===== config.mk =====
export PLATFORM = sky130hd
export DESIGN_NAME = hazard_ctrl_flat
export DESIGN_NICKNAME = d
export VERILOG_FILES = /design/src/rtl/hazard_ctrl_pkg.sv /design/src/rtl/hazard_ctrl_if.sv /design/src/rtl/hazard_ctrl_md_busy_seq.sv /design/src/rtl/hazard_ctrl.sv /design/src/flat_wrapper.sv
export SDC_FILE = /design/constraint.sdc
export NUM_CORES = 1
export LEC_CHECK = 0
export CORE_UTILIZATION = 40
export CTS_BUF_LIST = sky130_fd_sc_hd__clkbuf_16
export CTS_CLUSTER_DIAMETER = 100
export CTS_CLUSTER_SIZE = 12
export DETAILED_ROUTE_END_ITERATION = 10
export GPL_TIMING_DRIVEN = 0
export PLACE_DENSITY_LB_ADDON = 0.15
export RECOVER_POWER = 25
export SYNTH_ARGS = -nofsm -noshare
export SYNTH_HDL_FRONTEND = slang
export SYNTH_SLANG_ARGS = --single-unit
export TNS_END_PERCENT = 10

===== constraint.sdc =====
create_clock -name clk -period 5.8 [get_ports clk]
set_clock_uncertainty 0.05 [all_clocks]
set_input_delay 1.74 -clock clk [delete_from_list [all_inputs] [get_ports clk]]
set_output_delay 1.74 -clock clk [all_outputs]
set_load 0.02 [all_outputs]

===== src/rtl/hazard_ctrl_pkg.sv =====
// Shared encodings, cycle-count defaults and the register-hazard rule for the
// hazard controller and its multiply/divide busy sequencer.
package hazard_ctrl_pkg;

  localparam logic [1:0] TUSE_0    = 2'd0;
  localparam logic [1:0] TUSE_1    = 2'd1;
  localparam logic [1:0] TUSE_2    = 2'd2;
  localparam logic [1:0] TUSE_NONE = 2'd3;

  localparam logic [1:0] TNEW_0 = 2'd0;
  localparam logic [1:0] TNEW_1 = 2'd1;
  localparam logic [1:0] TNEW_2 = 2'd2;

  localparam int DEF_MULT_CYCLES = 5;
  localparam int DEF_DIV_CYCLES  = 10;

  typedef enum logic {
    IDLE = 1'b0,
    BUSY = 1'b1
  } md_state_e;

  // A source must wait when its producer is younger than the consumer's need;
  // $0 is hard-wired and never waits.
  function automatic logic reg_hazard(input logic [4:0] src,
                                      input logic [1:0] tuse,
                                      input logic [4:0] dst,
                                      input logic [1:0] tnew);
    return (src != 5'd0) && (src == dst) && (tuse < tnew);
  endfunction

endpackage


===== src/rtl/hazard_ctrl_if.sv =====
// Pipeline-side signal bundle of the hazard controller: D/E/M stage
// operand and destination information in, stall/enable controls out.
interface hazard_ctrl_if;

  logic [4:0]  D_rs;
  logic [4:0]  D_rt;
  logic [1:0]  D_Tuse_rs;
  logic [1:0]  D_Tuse_rt;
  logic        D_is_md;
  logic [4:0]  E_writeReg_NUM;
  logic [1:0]  E_Tnew;
  logic [4:0]  M_writeReg_NUM;
  logic [1:0]  M_Tnew;
  logic        E_md_start;
  logic        E_md_is_div;

  logic        stall;
  logic        PC_en;
  logic        D_en;
  logic        E_flush;
  logic        md_busy;
  logic [15:0] stall_cnt;

  modport master (
    output D_rs, D_rt, D_Tuse_rs, D_Tuse_rt, D_is_md,
           E_writeReg_NUM, E_Tnew, M_writeReg_NUM, M_Tnew,
           E_md_start, E_md_is_div,
    input  stall, PC_en, D_en, E_flush, md_busy, stall_cnt
  );

  modport slave (
    input  D_rs, D_rt, D_Tuse_rs, D_Tuse_rt, D_is_md,
           E_writeReg_NUM, E_Tnew, M_writeReg_NUM, M_Tnew,
           E_md_start, E_md_is_div,
    output stall, PC_en, D_en, E_flush, md_busy, stall_cnt
  );

endinterface


===== src/rtl/hazard_ctrl_md_busy_seq.sv =====
// Multiply/divide occupancy sequencer: busy for MULT_CYCLES or DIV_CYCLES
// cycles counted from the issuing cycle; restarts while busy are ignored.
module md_busy_seq
  import hazard_ctrl_pkg::*;
#(
  parameter int MULT_CYCLES = DEF_MULT_CYCLES,
  parameter int DIV_CYCLES  = DEF_DIV_CYCLES
) (
  input  logic clk,
  input  logic reset,
  input  logic E_md_start,
  input  logic E_md_is_div,
  output logic md_busy
);

  localparam logic [3:0] MULT_LOAD = 4'(MULT_CYCLES - 1);
  localparam logic [3:0] DIV_LOAD  = 4'(DIV_CYCLES - 1);

  md_state_e  state_q;
  logic [3:0] md_cnt_q;
  logic [3:0] load_val;

  assign load_val = E_md_is_div ? DIV_LOAD : MULT_LOAD;

  // The issuing cycle counts as busy before the state register catches up.
  assign md_busy = E_md_start || (state_q == BUSY);

  // NOTE: state is written with <= only, so every read in this block sees the
  // pre-edge value regardless of statement order.
  always_ff @(posedge clk) begin
    if (reset) begin
      state_q  <= IDLE;
      md_cnt_q <= 4'd0;
    end else begin
      case (state_q)
        IDLE: begin
          // A one-cycle operation has a zero load and never leaves IDLE.
          if (E_md_start && (load_val != 4'd0)) begin
            state_q  <= BUSY;
            md_cnt_q <= load_val;
          end
        end
        BUSY: begin
          if (md_cnt_q == 4'd1) begin
            state_q  <= IDLE;
            md_cnt_q <= 4'd0;
          end else begin
            md_cnt_q <= md_cnt_q - 4'd1;
          end
        end
      endcase
    end
  end

endmodule


===== src/rtl/hazard_ctrl.sv =====
// Pipeline hazard controller: Tuse/Tnew data-hazard detection, HI/LO busy
// interlock, front-end enables and a saturating stalled-cycle counter.
module hazard_ctrl
  import hazard_ctrl_pkg::*;
#(
  parameter int MULT_CYCLES = DEF_MULT_CYCLES,
  parameter int DIV_CYCLES  = DEF_DIV_CYCLES
) (
  input  logic         clk,
  input  logic         reset,
  hazard_ctrl_if.slave bus
);

  logic        hazard_rs;
  logic        hazard_rt;
  logic        md_busy;
  logic        md_stall;
  logic        stall;
  logic [15:0] stall_cnt_q;
  logic [15:0] stall_cnt_d;

  assign hazard_rs = reg_hazard(bus.D_rs, bus.D_Tuse_rs, bus.E_writeReg_NUM, bus.E_Tnew)
                  || reg_hazard(bus.D_rs, bus.D_Tuse_rs, bus.M_writeReg_NUM, bus.M_Tnew);
  assign hazard_rt = reg_hazard(bus.D_rt, bus.D_Tuse_rt, bus.E_writeReg_NUM, bus.E_Tnew)
                  || reg_hazard(bus.D_rt, bus.D_Tuse_rt, bus.M_writeReg_NUM, bus.M_Tnew);

  md_busy_seq #(
    .MULT_CYCLES (MULT_CYCLES),
    .DIV_CYCLES  (DIV_CYCLES)
  ) u_md_busy_seq (
    .clk         (clk),
    .reset       (reset),
    .E_md_start  (bus.E_md_start),
    .E_md_is_div (bus.E_md_is_div),
    .md_busy     (md_busy)
  );

  assign md_stall = bus.D_is_md && md_busy;
  assign stall    = hazard_rs || hazard_rt || md_stall;

  assign bus.stall     = stall;
  assign bus.PC_en     = !stall;
  assign bus.D_en      = !stall;
  assign bus.E_flush   = stall;
  assign bus.md_busy   = md_busy;
  assign bus.stall_cnt = stall_cnt_q;

  // NOTE: default assignment first keeps this combinational block latch-free.
  always_comb begin
    stall_cnt_d = stall_cnt_q;
    if (stall && (stall_cnt_q != 16'hFFFF)) begin
      stall_cnt_d = stall_cnt_q + 16'd1;
    end
  end

  always_ff @(posedge clk) begin
    if (reset) begin
      stall_cnt_q <= 16'd0;
    end else begin
      stall_cnt_q <= stall_cnt_d;
    end
  end

endmodule

===== src/flat_wrapper.sv =====
// flat-port wrapper written by rule: the top's interface ports become plain ports
module hazard_ctrl_flat import hazard_ctrl_pkg::*;
#(
  parameter int MULT_CYCLES = DEF_MULT_CYCLES,
  parameter int DIV_CYCLES  = DEF_DIV_CYCLES
)
  (clk, reset, bus_D_rs, bus_D_rt, bus_D_Tuse_rs, bus_D_Tuse_rt, bus_D_is_md, bus_E_writeReg_NUM, bus_E_Tnew, bus_M_writeReg_NUM, bus_M_Tnew, bus_E_md_start, bus_E_md_is_div, bus_stall, bus_PC_en, bus_D_en, bus_E_flush, bus_md_busy, bus_stall_cnt);
  hazard_ctrl_if bus_i ();
  input  logic clk;
  input  logic reset;
  input wire logic [$bits(bus_i.D_rs)-1:0] bus_D_rs;
  input wire logic [$bits(bus_i.D_rt)-1:0] bus_D_rt;
  input wire logic [$bits(bus_i.D_Tuse_rs)-1:0] bus_D_Tuse_rs;
  input wire logic [$bits(bus_i.D_Tuse_rt)-1:0] bus_D_Tuse_rt;
  input wire logic [$bits(bus_i.D_is_md)-1:0] bus_D_is_md;
  input wire logic [$bits(bus_i.E_writeReg_NUM)-1:0] bus_E_writeReg_NUM;
  input wire logic [$bits(bus_i.E_Tnew)-1:0] bus_E_Tnew;
  input wire logic [$bits(bus_i.M_writeReg_NUM)-1:0] bus_M_writeReg_NUM;
  input wire logic [$bits(bus_i.M_Tnew)-1:0] bus_M_Tnew;
  input wire logic [$bits(bus_i.E_md_start)-1:0] bus_E_md_start;
  input wire logic [$bits(bus_i.E_md_is_div)-1:0] bus_E_md_is_div;
  output wire logic [$bits(bus_i.stall)-1:0] bus_stall;
  output wire logic [$bits(bus_i.PC_en)-1:0] bus_PC_en;
  output wire logic [$bits(bus_i.D_en)-1:0] bus_D_en;
  output wire logic [$bits(bus_i.E_flush)-1:0] bus_E_flush;
  output wire logic [$bits(bus_i.md_busy)-1:0] bus_md_busy;
  output wire logic [$bits(bus_i.stall_cnt)-1:0] bus_stall_cnt;
  assign bus_i.D_rs = bus_D_rs;
  assign bus_i.D_rt = bus_D_rt;
  assign bus_i.D_Tuse_rs = bus_D_Tuse_rs;
  assign bus_i.D_Tuse_rt = bus_D_Tuse_rt;
  assign bus_i.D_is_md = bus_D_is_md;
  assign bus_i.E_writeReg_NUM = bus_E_writeReg_NUM;
  assign bus_i.E_Tnew = bus_E_Tnew;
  assign bus_i.M_writeReg_NUM = bus_M_writeReg_NUM;
  assign bus_i.M_Tnew = bus_M_Tnew;
  assign bus_i.E_md_start = bus_E_md_start;
  assign bus_i.E_md_is_div = bus_E_md_is_div;
  assign bus_stall = bus_i.stall;
  assign bus_PC_en = bus_i.PC_en;
  assign bus_D_en = bus_i.D_en;
  assign bus_E_flush = bus_i.E_flush;
  assign bus_md_busy = bus_i.md_busy;
  assign bus_stall_cnt = bus_i.stall_cnt;
  hazard_ctrl #(.MULT_CYCLES(MULT_CYCLES), .DIV_CYCLES(DIV_CYCLES)) u_core (.clk(clk), .reset(reset), .bus(bus_i));
endmodule

; Word level (Yosys, flattened, before mapping)
; Index checks and enable logic that the tools add are counted.
[totals]
input_bits = 33
word_cells = 44
output_inout_bits = 21
register_bits = 21
[classes]
n_bitwise = 1
eq_ne = 7
addsub = 2
order_cmp = 4
n_mux = 7
reduce_logical = 20
[op_table]
columns = cell, n
row1 = $eq 5x5->1, 4
row2 = $add 16x1->16 const B, 1
row3 = $ne 16x16->1 const B, 1
row4 = $mux 4, 3
row5 = $logic_and 1x1->1, 11
row6 = $reduce_bool 5->1, 2
row7 = $lt 2x2->1, 4
row8 = $pmux 4 s2, 1
row9 = $logic_or 1x1->1, 5
row10 = $eq 4x1->1 const B, 1
row11 = $reduce_bool 4->1, 1
row12 = $sub 4x1->4 const B, 1
row13 = $mux 1, 2
row14 = $ne 2x2->1 const B, 1
row15 = $pmux 1 s2, 1
row16 = $logic_not 1->1, 1
row17 = $not 1->1, 1

; Longest topological paths before layout
; Gate-level depths: netlist (run 1).
[logic_depth]
ltp_word = 7
depth_mapped = 9

; Modules after synthesis
; Synthesis (run 1) repeated with hierarchy kept, for this count alone.
[hier_totals]
hier_cells = 186
hier_area_um2 = 1539.0
[by_module_without_submodules]
columns = module, seq_area_each_um2, instances, area_per_inst_um2, cells_each
row1 = hazard_ctrl, 320.3, 1, 1232.4, 150
row2 = md_busy_seq, 100.1, 1, 306.5, 36

; Worst setup path after synthesis (run 1)
; No wires, ideal clock.
[synth_path]
path_type = input port to output port
start = in bus_E_Tnew[1]
end = out bus_PC_en
setup_slack_ns = 0.795
path_buffers = 3
arrival_ns = 3.215
cell_stages = 8
path_cell_list = inv_1 > ha_1 > a211oi_1 > a22oi_1 > o221a_4 > buf_2 > buf_2 > buf_4
[synth_via]
elab_chain_cells = 6
word_cells_on_any_way = 9
cone_classes = 2 x order compare / 7 x reduce/logical
[synth_lines]
columns = element, line_no
row1 = from (decl), flat_wrapper.sv:17  ; input wire logic [$bits(bus_i.E_Tnew)-1:0] bus_E_Tnew;
row2 = $lt 2x2->1, hazard_ctrl_pkg.sv:28  ; return (src != 5'd0) && (src == dst) && (tuse < tnew);
row3 = $logic_and 1x1->1, hazard_ctrl_pkg.sv:28
row4 = "$logic_or 1x1->1, on equally long branches", "hazard_ctrl.sv:23, hazard_ctrl.sv:25"
row5 = $logic_or 1x1->1 (*) (2 in a row), hazard_ctrl.sv:39  ; assign stall = hazard_rs || hazard_rt || md_stall;
row6 = $logic_not 1->1 (*), n/a
row7 = to (decl), flat_wrapper.sv:23  ; output wire logic [$bits(bus_i.PC_en)-1:0] bus_PC_en;
; Every way passes the cells marked *; elsewhere a longest branch is shown, timed or not.

; Final worst setup path (run 1)
[layout_path]
start = in bus_D_rs[1]
end = out bus_PC_en
[layout_via]
elab_chain_cells = 7
word_cells_on_any_way = 11
cone_classes = 2 x eq/ne / 9 x reduce/logical
[layout_lines]
columns = element, line_no
row1 = from (decl), flat_wrapper.sv:11  ; input wire logic [$bits(bus_i.D_rs)-1:0] bus_D_rs;
row2 = $eq 5x5->1 / $reduce_bool 5->1 (equally long branches), hazard_ctrl_pkg.sv:28
row3 = $logic_and 1x1->1 (2 in a row), hazard_ctrl_pkg.sv:28
row4 = $logic_or 1x1->1 (*), hazard_ctrl.sv:23  ; || reg_hazard(bus.D_rs, bus.D_Tuse_rs, bus.M_writeReg_NUM, bus.M_Tnew);
row5 = $logic_or 1x1->1 (*) (2 in a row), hazard_ctrl.sv:39
row6 = $logic_not 1->1 (*), hazard_ctrl.sv:42  ; assign bus.PC_en = !stall;
; Marks and branches as above.

==> metrics.md, run 1 <==
| Metric | Value |
|---|---|
| Status | `finished clean` |
| Sink Count | `21` |
| Compound-Gate Fraction of Synth Area | `21.16%` |
| Relative slew slack | `46.02%` |
| Setup TNS | `0 ns` |
| Final period util | `98.59%` |
| I/O pin cnt | `54` |
| Dpl cell area | `2102 sq um` |
| Remaining global-route overflow | `0` |
| Vias in the first global route | `1,500` |
| Setup Buffers After CTS | `0` |
| Slew @ Worst Pin | `0.8036 ns` |
| Share of layout cells above drive strength 1 | `6.584%` |
| Routed wire per std cell | `13.76 um` |
| Clk root buf | `clkbuf_16` |
| Post-synthesis cell area | `1514 sq um` |
| Critical Path Source | `bus_D_rs[1]` |
| Area Growth Syn to Fin | `45.62%` |
| CP Class | `input port to output port` |
| Fin Hold WS | `0.4431 ns` |
| CTS H-tree lvls | `1` |
| FFs w/ async S/R, synth | `0%` |
| Largest net degree at the start of global routing | `13` |
| 1st-iter DRT viols | `112` |
| Slowest stage cell, crit path | `or4_1` |
| Simple-Gate Fraction of Synth Area | `27.27%` |
| Synth Area in Adders | `5.785%` |
| Post-Syn Instances | `187` |
| Clock transition at path regs | `0.05 ns` |
| Data required, critical path | `4.01 ns` |
| Vias | `1,615` |
| I/O Buffers | `53` |
| Startpoint Class | `input port` |
| Max incr delay on CP | `0.55 ns` |
| Worst setup EP type | `output port` |
| Leakage | `0.8074 nW` |
| DRT antenna net count | `0` |
| Initial antenna violation count | `0` |
| First-pass GRT wire length | `6.837 mm` |
| Final Slew Violations | `0` |
| Worst-skew pair later-pin latency | `0.25 ns` |
| Cell chain of the critical path | `clkdlybuf4s50_1, or4_1, nor2_1, o221a_4, buf_4, buf_4, dlygate4sd2_1` |
| Final nets | `284` |
| Full die area | `4035 sq um` |
| R2R cell count | `7` |
| CP arrival | `3.93 ns` |
| Via-per-instance ratio | `5.588` |
| DR DRC count | `0` |
| Minimum clock period | `5.718 ns` |
| Post-Syn Area per Cell | `8.096 sq um` |
| GP Congestion | `0.8446` |
| Total wire length | `3.977 mm` |
| # rows | `21` |
| Achievable Freq | `174.9 MHz` |
| Initial Utilization | `43.65%` |
| Post-synthesis net count | `227` |
| Synth Area in XOR/XNOR | `11.57%` |
| Setup ws final | `0.08182 ns` |
| Multiplexer area fraction after synthesis | `0.6612%` |
| Die height | `63.52 um` |
| Worst Hold Launch | `u_core.bus.stall_cnt[15]` |
| RSZ-0062 raised after global routing | `false` |
| Die Width | `63.52 um` |
| Largest family of logic cells by synthesized area | `simple AND/OR/NAND/NOR gates` |
| Register area share after synthesis | `27.77%` |
| Drt pass-1 iters | `4` |
| Hold path depth | `2` |
| Final hold vios | `0` |
| Placement Setup Slack | `-0.3673 ns` |
| Post-route cell area | `2205 sq um` |
| Dominant synthesized flop cell | `dfxtp_1` |
| Total track usage | `21.27%` |
| Count of different cell masters after synthesis | `32` |
| Final setup vio count | `0` |
| Post-synth EDFFs | `0` |
| N_diodes | `0` |
| Reg2reg start | `u_core.bus.stall_cnt[0]` |
| Worst Hold Class | `flop to flop` |
| Pwr dens | `182.6 nW/um^2` |
| Synth Warn # | `0` |
| Area of the core | `3468 sq um` |
| Max cap viols | `0` |
| CP most frequent cell | `buf_4` |
| DP Wirelength | `3.145 mm` |
| Worst Path Max Fanout | `14` |
| VDD IR max | `0.1282 mV` |
| Cts bufs inserted | `3` |
| Final Power | `0.4026 mW` |
| Longest Clk Path Bufs | `2` |
| CTS tree | `built` |
| Synthesized flop and latch total | `21` |
-- cell type report --
| type | instances | area, sq um |
|---|---|---|
| Buffer | 9 | 55.05 |
| Clock buffer | 3 | 75.07 |
| Clock inverter | 1 | 5.005 |
| Fill cell | 343 | 1264 |
| Inverter | 8 | 30.03 |
| Multi-Input combinational cell | 148 | 1036 |
| Sequential cell | 21 | 420.4 |
| Tap cell | 46 | 57.56 |
| Timing Repair Buffer | 53 | 525.5 |
-- final timing paths --
path	end	slack, ns
min	u_core.bus.stall_cnt[15]	0.44
min reg2reg	u_core.bus.stall_cnt[15]	0.44
max	bus_PC_en	0.08
max reg2reg	u_core.bus.stall_cnt[6]	3.29
-- critical path, delay by kind of cell --
family | cells | cell delay (ns)
AOI/OAI and AO/OA | 1 | 0.32
buffers and inverters | 4 | 1.13
and+or+nand+nor | 2 | 0.75
-- through the flow --
| stage | cells | utilization [%] |
|---|---|---|
| global placement | 286 | 60.61 |
| global route | 289 | 63.56 |
| detailed placement | 286 | 60.61 |
| finish | 289 | 63.56 |
| floorplan | 187 | - |
| CTS | 290 | 62.84 |
-- per-layer routing --
metal / track usage [%] / vias up / routed length, um
met3: 4.167 / 8 / 211
met5: 0 / - / 0
li1: - / 814 / -
met2: 32.71 / 57 / 1786
met1: 29.98 / 736 / 1921
met4: 5.398 / 0 / 58
-- layout by cell type (no fill, tap or decap), types with 8 or more instances in the layout --
master,n
a21oi_1,18
clkdlybuf4s50_1,43
dfxtp_1,21
inv_1,8
nand3_1,10
nor2_1,12
o31ai_1,13
or4_1,15
xor2_1,20
-- Yosys cell counts, drive strengths merged (5+ instances only) --
cell | n | area share [%]
buf | 7 | 3.1
ha | 7 | 5.8
nand2b | 6 | 2.5
nand2 | 7 | 1.7
nand3 | 10 | 3.3
a211oi | 6 | 3.0
a21oi | 18 | 6.0
o31ai | 13 | 6.4
or4 | 15 | 7.4
xor2 | 20 | 12
and3 | 7 | 2.9
nor3 | 5 | 1.7
dfxtp | 21 | 28
inv | 8 | 2.0
nor2 | 12 | 3.0
-- timing repair --
item	CTS	global route
gates resized for setup	5	5
hold buffers	0	0
endpoints found under the setup margin	4	3
-- kinds of logic (layout without fill, tap and decap cells) --
family          after synthesis  in the layout
compound gates               48             48
xor+xnor                     20             20
fa+ha+maj                     7              7
buf+inv                      18             74
flops                        21             21
mux                           1              1
simple gates                 72             72
-- registers in the layout (all words and copies together), names as in the netlist --
| name | cells |
|---|---|
| u_core.bus.stall_cnt | 16 |
| u_core.u_md_busy_seq.md_cnt_q | 4 |
| u_core.u_md_busy_seq.state_q | 1 |
-- power by group --
part	total (mW)	internal, mW	switching [mW]
combinational	0.105	0.0534	0.0512
sequential	0.154	0.149	0.00495
clock	0.144	0.0925	0.0514
total	0.403	0.295	0.108
Note: power is estimated with default switching activity, not from simulation.
==> run 2: changes to the inputs <==
Settings changed: CELL_PAD_IN_SITES_DETAIL_PLACEMENT from default to 1, CELL_PAD_IN_SITES_GLOBAL_PLACEMENT from default to 2, CORE_UTILIZATION 40 to 27.
==> metrics.md, run 2 (synthesized netlist as in run 1, its figures left out) <==
| Metric | Value |
|---|---|
| Status | `finished clean (unchanged)` |
| Final period util | `98.76% (was 98.59%)` |
| Most frequent cells in the layout | `clkdlybuf4s50_1, dfxtp_1, xor2_1 (unchanged)` |
| Clock transition at path regs | `0.06 ns (was 0.05 ns)` |
| Relative slew slack | `47.68% (was 46.02%)` |
| Final hold vios | `0 (unchanged)` |
| First-pass GRT wire length | `8.342 mm (was 6.837 mm)` |
| Drt pass-1 iters | `4 (unchanged)` |
| I/O Buffers | `53 (unchanged)` |
| Startpoint Class | `input port (unchanged)` |
| CP arrival | `3.94 ns (was 3.93 ns)` |
| # rows | `26 (was 21)` |
| Routed wire per std cell | `14.85 um (was 13.76 um)` |
| Reg2reg start | `u_core.bus.stall_cnt[0] (unchanged)` |
| GP Congestion | `0.8000 (was 0.8446)` |
| Area Growth Syn to Fin | `48.76% (was 45.62%)` |
| CTS tree | `built (unchanged)` |
| Worst setup EP type | `output port (unchanged)` |
| Leakage | `0.8166 nW (was 0.8074 nW)` |
| Initial Utilization | `28.91% (was 43.65%)` |
| CP Class | `input port to output port (unchanged)` |
| Fin Hold WS | `0.4516 ns (was 0.4431 ns)` |
| Setup TNS | `0 ns (unchanged)` |
| N_diodes | `0 (unchanged)` |
| Vias | `1,621 (was 1,615)` |
| Worst Path Max Fanout | `11 (was 14)` |
| Initial antenna violation count | `0 (unchanged)` |
| Placement Setup Slack | `-0.4437 ns (was -0.3673 ns)` |
| Share of layout cells above drive strength 1 | `8.163% (was 6.584%)` |
| Worst Hold Launch | `u_core.bus.stall_cnt[4] (was u_core.bus.stall_cnt[15])` |
| Hold Buf Count CTS | `0 (unchanged)` |
| Remaining global-route overflow | `0 (unchanged)` |
| Via-per-instance ratio | `5.146 (was 5.588)` |
| VDD IR max | `0.09606 mV (was 0.1282 mV)` |
| Full die area | `5911 sq um (was 4035 sq um)` |
| Final nets | `286 (was 284)` |
| Minimum clock period | `5.728 ns (was 5.718 ns)` |
| Total wire length | `4.678 mm (was 3.977 mm)` |
| RSZ-0062 raised after global routing | `false (unchanged)` |
| Slew @ Worst Pin | `0.7789 ns (was 0.8036 ns)` |
| DRT antenna net count | `0 (unchanged)` |
| CTS H-tree lvls | `1 (unchanged)` |
| Most common cell after layout, fill and taps aside | `clkdlybuf4s50_1 (unchanged)` |
| Die Width | `76.88 um (was 63.52 um)` |
| Cts bufs inserted | `3 (unchanged)` |
| DR DRC count | `0 (unchanged)` |
| Sink Count | `21 (unchanged)` |
| Pwr dens | `182.6 nW/um^2 (about the same)` |
| Achievable Freq | `174.6 MHz (was 174.9 MHz)` |
| Data required, critical path | `4.01 ns (about the same)` |
| Critical Path Source | `bus_E_Tnew[1] (was bus_D_rs[1])` |
| Largest net degree at the start of global routing | `13 (unchanged)` |
| Max cap viols | `0 (unchanged)` |
| Final Slew Violations | `0 (unchanged)` |
| DP Wirelength | `3.698 mm (was 3.145 mm)` |
| Worst-skew pair later-pin latency | `0.26 ns (was 0.25 ns)` |
| 1st-iter DRT viols | `53 (was 112)` |
| Final setup vio count | `0 (unchanged)` |
| Clk root buf | `clkbuf_16 (unchanged)` |
| Final Power | `0.4113 mW (was 0.4026 mW)` |
| Total track usage | `17.29% (was 21.27%)` |
| Area of the core | `5238 sq um (was 3468 sq um)` |
| Max FFs per register | `16 (unchanged)` |
| Setup ws final | `0.07210 ns (was 0.08182 ns)` |
| Worst Hold Class | `flop to flop (unchanged)` |
| I/O pin cnt | `54 (unchanged)` |
| Vias in the first global route | `1,757 (was 1,500)` |
| Longest Clk Path Bufs | `2 (unchanged)` |
| Die height | `76.88 um (was 63.52 um)` |
==> run 2: area by class of cell <==
type | count | area, sq um
Fill cell | 642 | 2985
Multi-Input combinational cell | 148 | 1039
Sequential cell | 21 | 420.4
Clock buffer | 3 | 75.07
Buffer | 9 | 55.05
Inverter | 8 | 30.03
Tap cell | 70 | 87.58
Timing Repair Buffer | 55 | 540.5
Clock inverter | 1 | 5.005
==> run 2: where the power goes <==
group	total (mW)	internal [mW]	switching, mW
registers	0.154	0.149	0.00495
clock network	0.149	0.0927	0.0561
logic	0.108	0.0548	0.0536
total	0.411	0.297	0.115
==> run 2: per-layer routing <==
layer	vias to the layer above	GRT usage (%)	share of wire, %
met4	0	3.462	0.53
met3	2	2.262	2.9
met5	-	0	0
li1	814	-	-
met2	31	29.29	46
met1	774	23.23	51
==> run 2: per-stage QoR <==
step,util (%),instance area [sq um],instances
floorplan,-,1514,187
global placement,40.71,2132,310
detailed placement,40.71,2132,310
CTS,42.47,2225,314
global route,43.00,2252,315
finish,43.00,2252,315
==> run 2: timing repair <==
action	in CTS	in global routing
pin swaps	0	3
setup buffers	0	2
gates resized for setup	8	3
setup endpoints to repair	4	4
==> run 2: final timing paths <==
path,end,depth (start not counted),slack (ns)
setup reg to reg,u_core.bus.stall_cnt[1],7,3.27
hold reg to reg,u_core.bus.stall_cnt[4],2,0.45
hold / removal,u_core.bus.stall_cnt[4],2,0.45
setup / recovery,bus_PC_en,9,0.07
==> run 2: worst max-delay path: stages <==
cell and delay (ns):
clkdlybuf4s50_1 0.46, inv_1 0.06, ha_1 0.31, a211oi_2 0.30
a22oi_2 0.14, o221a_4 0.30, buf_4 0.18, buf_4 0.13
dlygate4sd2_1 0.31
==> RTL edit: new RTL, flow settings as in run 1 <==
Set the package constant `DEF_DIV_CYCLES` to 5 (it was 10).
--- a/src/rtl/hazard_ctrl_pkg.sv
+++ b/src/rtl/hazard_ctrl_pkg.sv
@@ -13,5 +13,5 @@
 
   localparam int DEF_MULT_CYCLES = 5;
-  localparam int DEF_DIV_CYCLES  = 10;
+  localparam int DEF_DIV_CYCLES  = 5;
 
   typedef enum logic {
Function: changed (a bounded check fails within 10 cycles, from zero or initial values and one cycle with reset high).
==> RTL edit against run 1 <==
- synthesized area down 5.3%
- sequential share of layout area up 0.79 points
- die area down 5.1%
- register-to-register slack better by 0.03 ns
- design area down 4.0%
- worst setup slack better by 0.12 ns
- synthesized cell count down 7.0%
- routed wire length down 8.0%
- count of clock-buffer cells in the layout unchanged
- sequential cell count unchanged
- via count down 9.8%
- power up 0.29%
- critical path type unchanged
==> RTL edit: results (changes against run 1) <==
* 4 — drt first pass iters, unchanged
* 271 — number of nets in the final layout, -4.6%
* 1,457 — overall via count from detail_route, -9.8%
* 12.8% — parity-gate share of the synthesized area counting xor and xnor cells, +1.3 points
* 13 — largest net degree at the start of global routing, unchanged
* 0.000109 V — IR drop worst, VDD, -15%
* bus_E_flush — endpoint of the worst setup timing path
* 2930 µm — DP HPWL, -6.8%
* 214 — Synth Net Count, -5.7%
* 0.757 nW — leakage power, -6.3%
* 0 — number of buffers added for setup after CTS, unchanged
* 6100 µm — first-pass GRT wire length, -11%
* 3.78% — clk tree area frac, +0.15 points
* 7 — maximum fanout count along the critical path, -7
* 314 — filler cell count, -8.5%
* 21.4% — global-route usage over all layers, +0.17 points
* 6.11% — adder-cell area share of the yosys netlist, +0.32 points
* 27.4% — signal buffers share of area, +1.0 points
* 38 — count of cell types in the netlist, +19%
* 3660 µm — total wirelength of the detailed-routed design, -8.0%
* 191 nW/µm² — power density normalized to cell area, +4.4%
* 35.9% — share of total power in the clock network, +0.2 points
* 946 µm² — area of the multi-input gates, -8.7%
* 7.83% — fraction of layout cells with a size suffix above 1, +1.2 points
* 0.849 — final estimated routing congestion in global placement, +0.50%
* 0.698% — multiplexer share of the synthesized area, +0.037 points
* 1,355 — via count of the first global-routing pass, -9.7%
* clkdlybuf4s50_1 — crit path max-delay cell type
* dfxtp_1 29%, xnor2_1 7.3%, ha_1 6.1%, xor2_1 5.5%, a21oi_1 5.2% — synth top area cells
* u_core.bus.stall_cnt[14] — worst hold start
* 25.7% — combinational cell fraction of total power, -0.3 points
* 0.45 ns — peak per-stage delay on the critical path, -0.10 ns
* 101 — number of violations reported at the end of detailed-routing iteration 0, -9.8%
* 21 — clock sink total, unchanged
* finished clean — run status
* 52 — port bufs, -1.9%
* 3.32 ns — R2R Setup Slk, +0.03 ns
* 8 — number of cells upsized or downsized after cts, +3
* 21 x dfxtp_1, 15 x a21oi_1, 12 x or3_1, 12 x xnor2_1, 11 x nor2_1 — top cells by count, synth
* 0.000297 W — total internal power, +0.59%
* 17.8% — synthesized-area fraction occupied by ao, oa, aoi and oai cells, -3.4 points
* 9 — WP depth, +2
* 9 — invs w/o clock, +1
* u_core.bus.stall_cnt[1] — Reg-to-Reg End
* 60.2% — Slew Limit Headroom, +14 points
* u_core.bus.stall_cnt[3] — worst reg2reg path startpoint
* 3.80 ns — arrival time worst endpoint, -0.13 ns
* 137 — number of multi-input combinational cells in the layout, -7.4%
* u_core.bus.stall_cnt[14] — endpoint with the worst hold slack
* 29.3% — post-synthesis sequential area ratio, +1.6 points
[RTL edit: cell count changes after synthesis, sizes merged, moves of 4 or more]
cell,change
a211oi,-5
a2111oi,+4
xor2,-11
o21ai,+8
nand4,+7
o31ai,-9
or3,+10
xnor2,+12
or4,-10
[RTL edit: per-stage QoR]
step	instance area, µm²	cells	setup slack (ns)	hold WS (ns)	TNS (ns)
after floorplan	1430	174	0.262	0.408	0
after detailed placement	2010	272	-0.342	0.433	-1.13
after CTS	2110	276	-0.0692	0.446	-0.0692
after global placement	2010	272	-0.351	0.424	-1.13
final	2120	276	0.205	0.438	0
after global routing	2120	276	0.0447	0.473	0
[RTL edit: routing by layer]
metal	up-vias	routed length, µm	global-route usage (%)
met5	-	0	0
met4	0	30	4.44
met3	4	173	5.80
met2	43	1770	35.6
met1	660	1680	28.0
li1	750	-	-
[RTL edit: logic make-up after synthesis]
kind of cell | count (synthesis)
xor+xnor | 21
compound gates | 40
buf+inv | 16
fa+ha+maj | 7
flops | 21
mux | 1
simple gates | 68
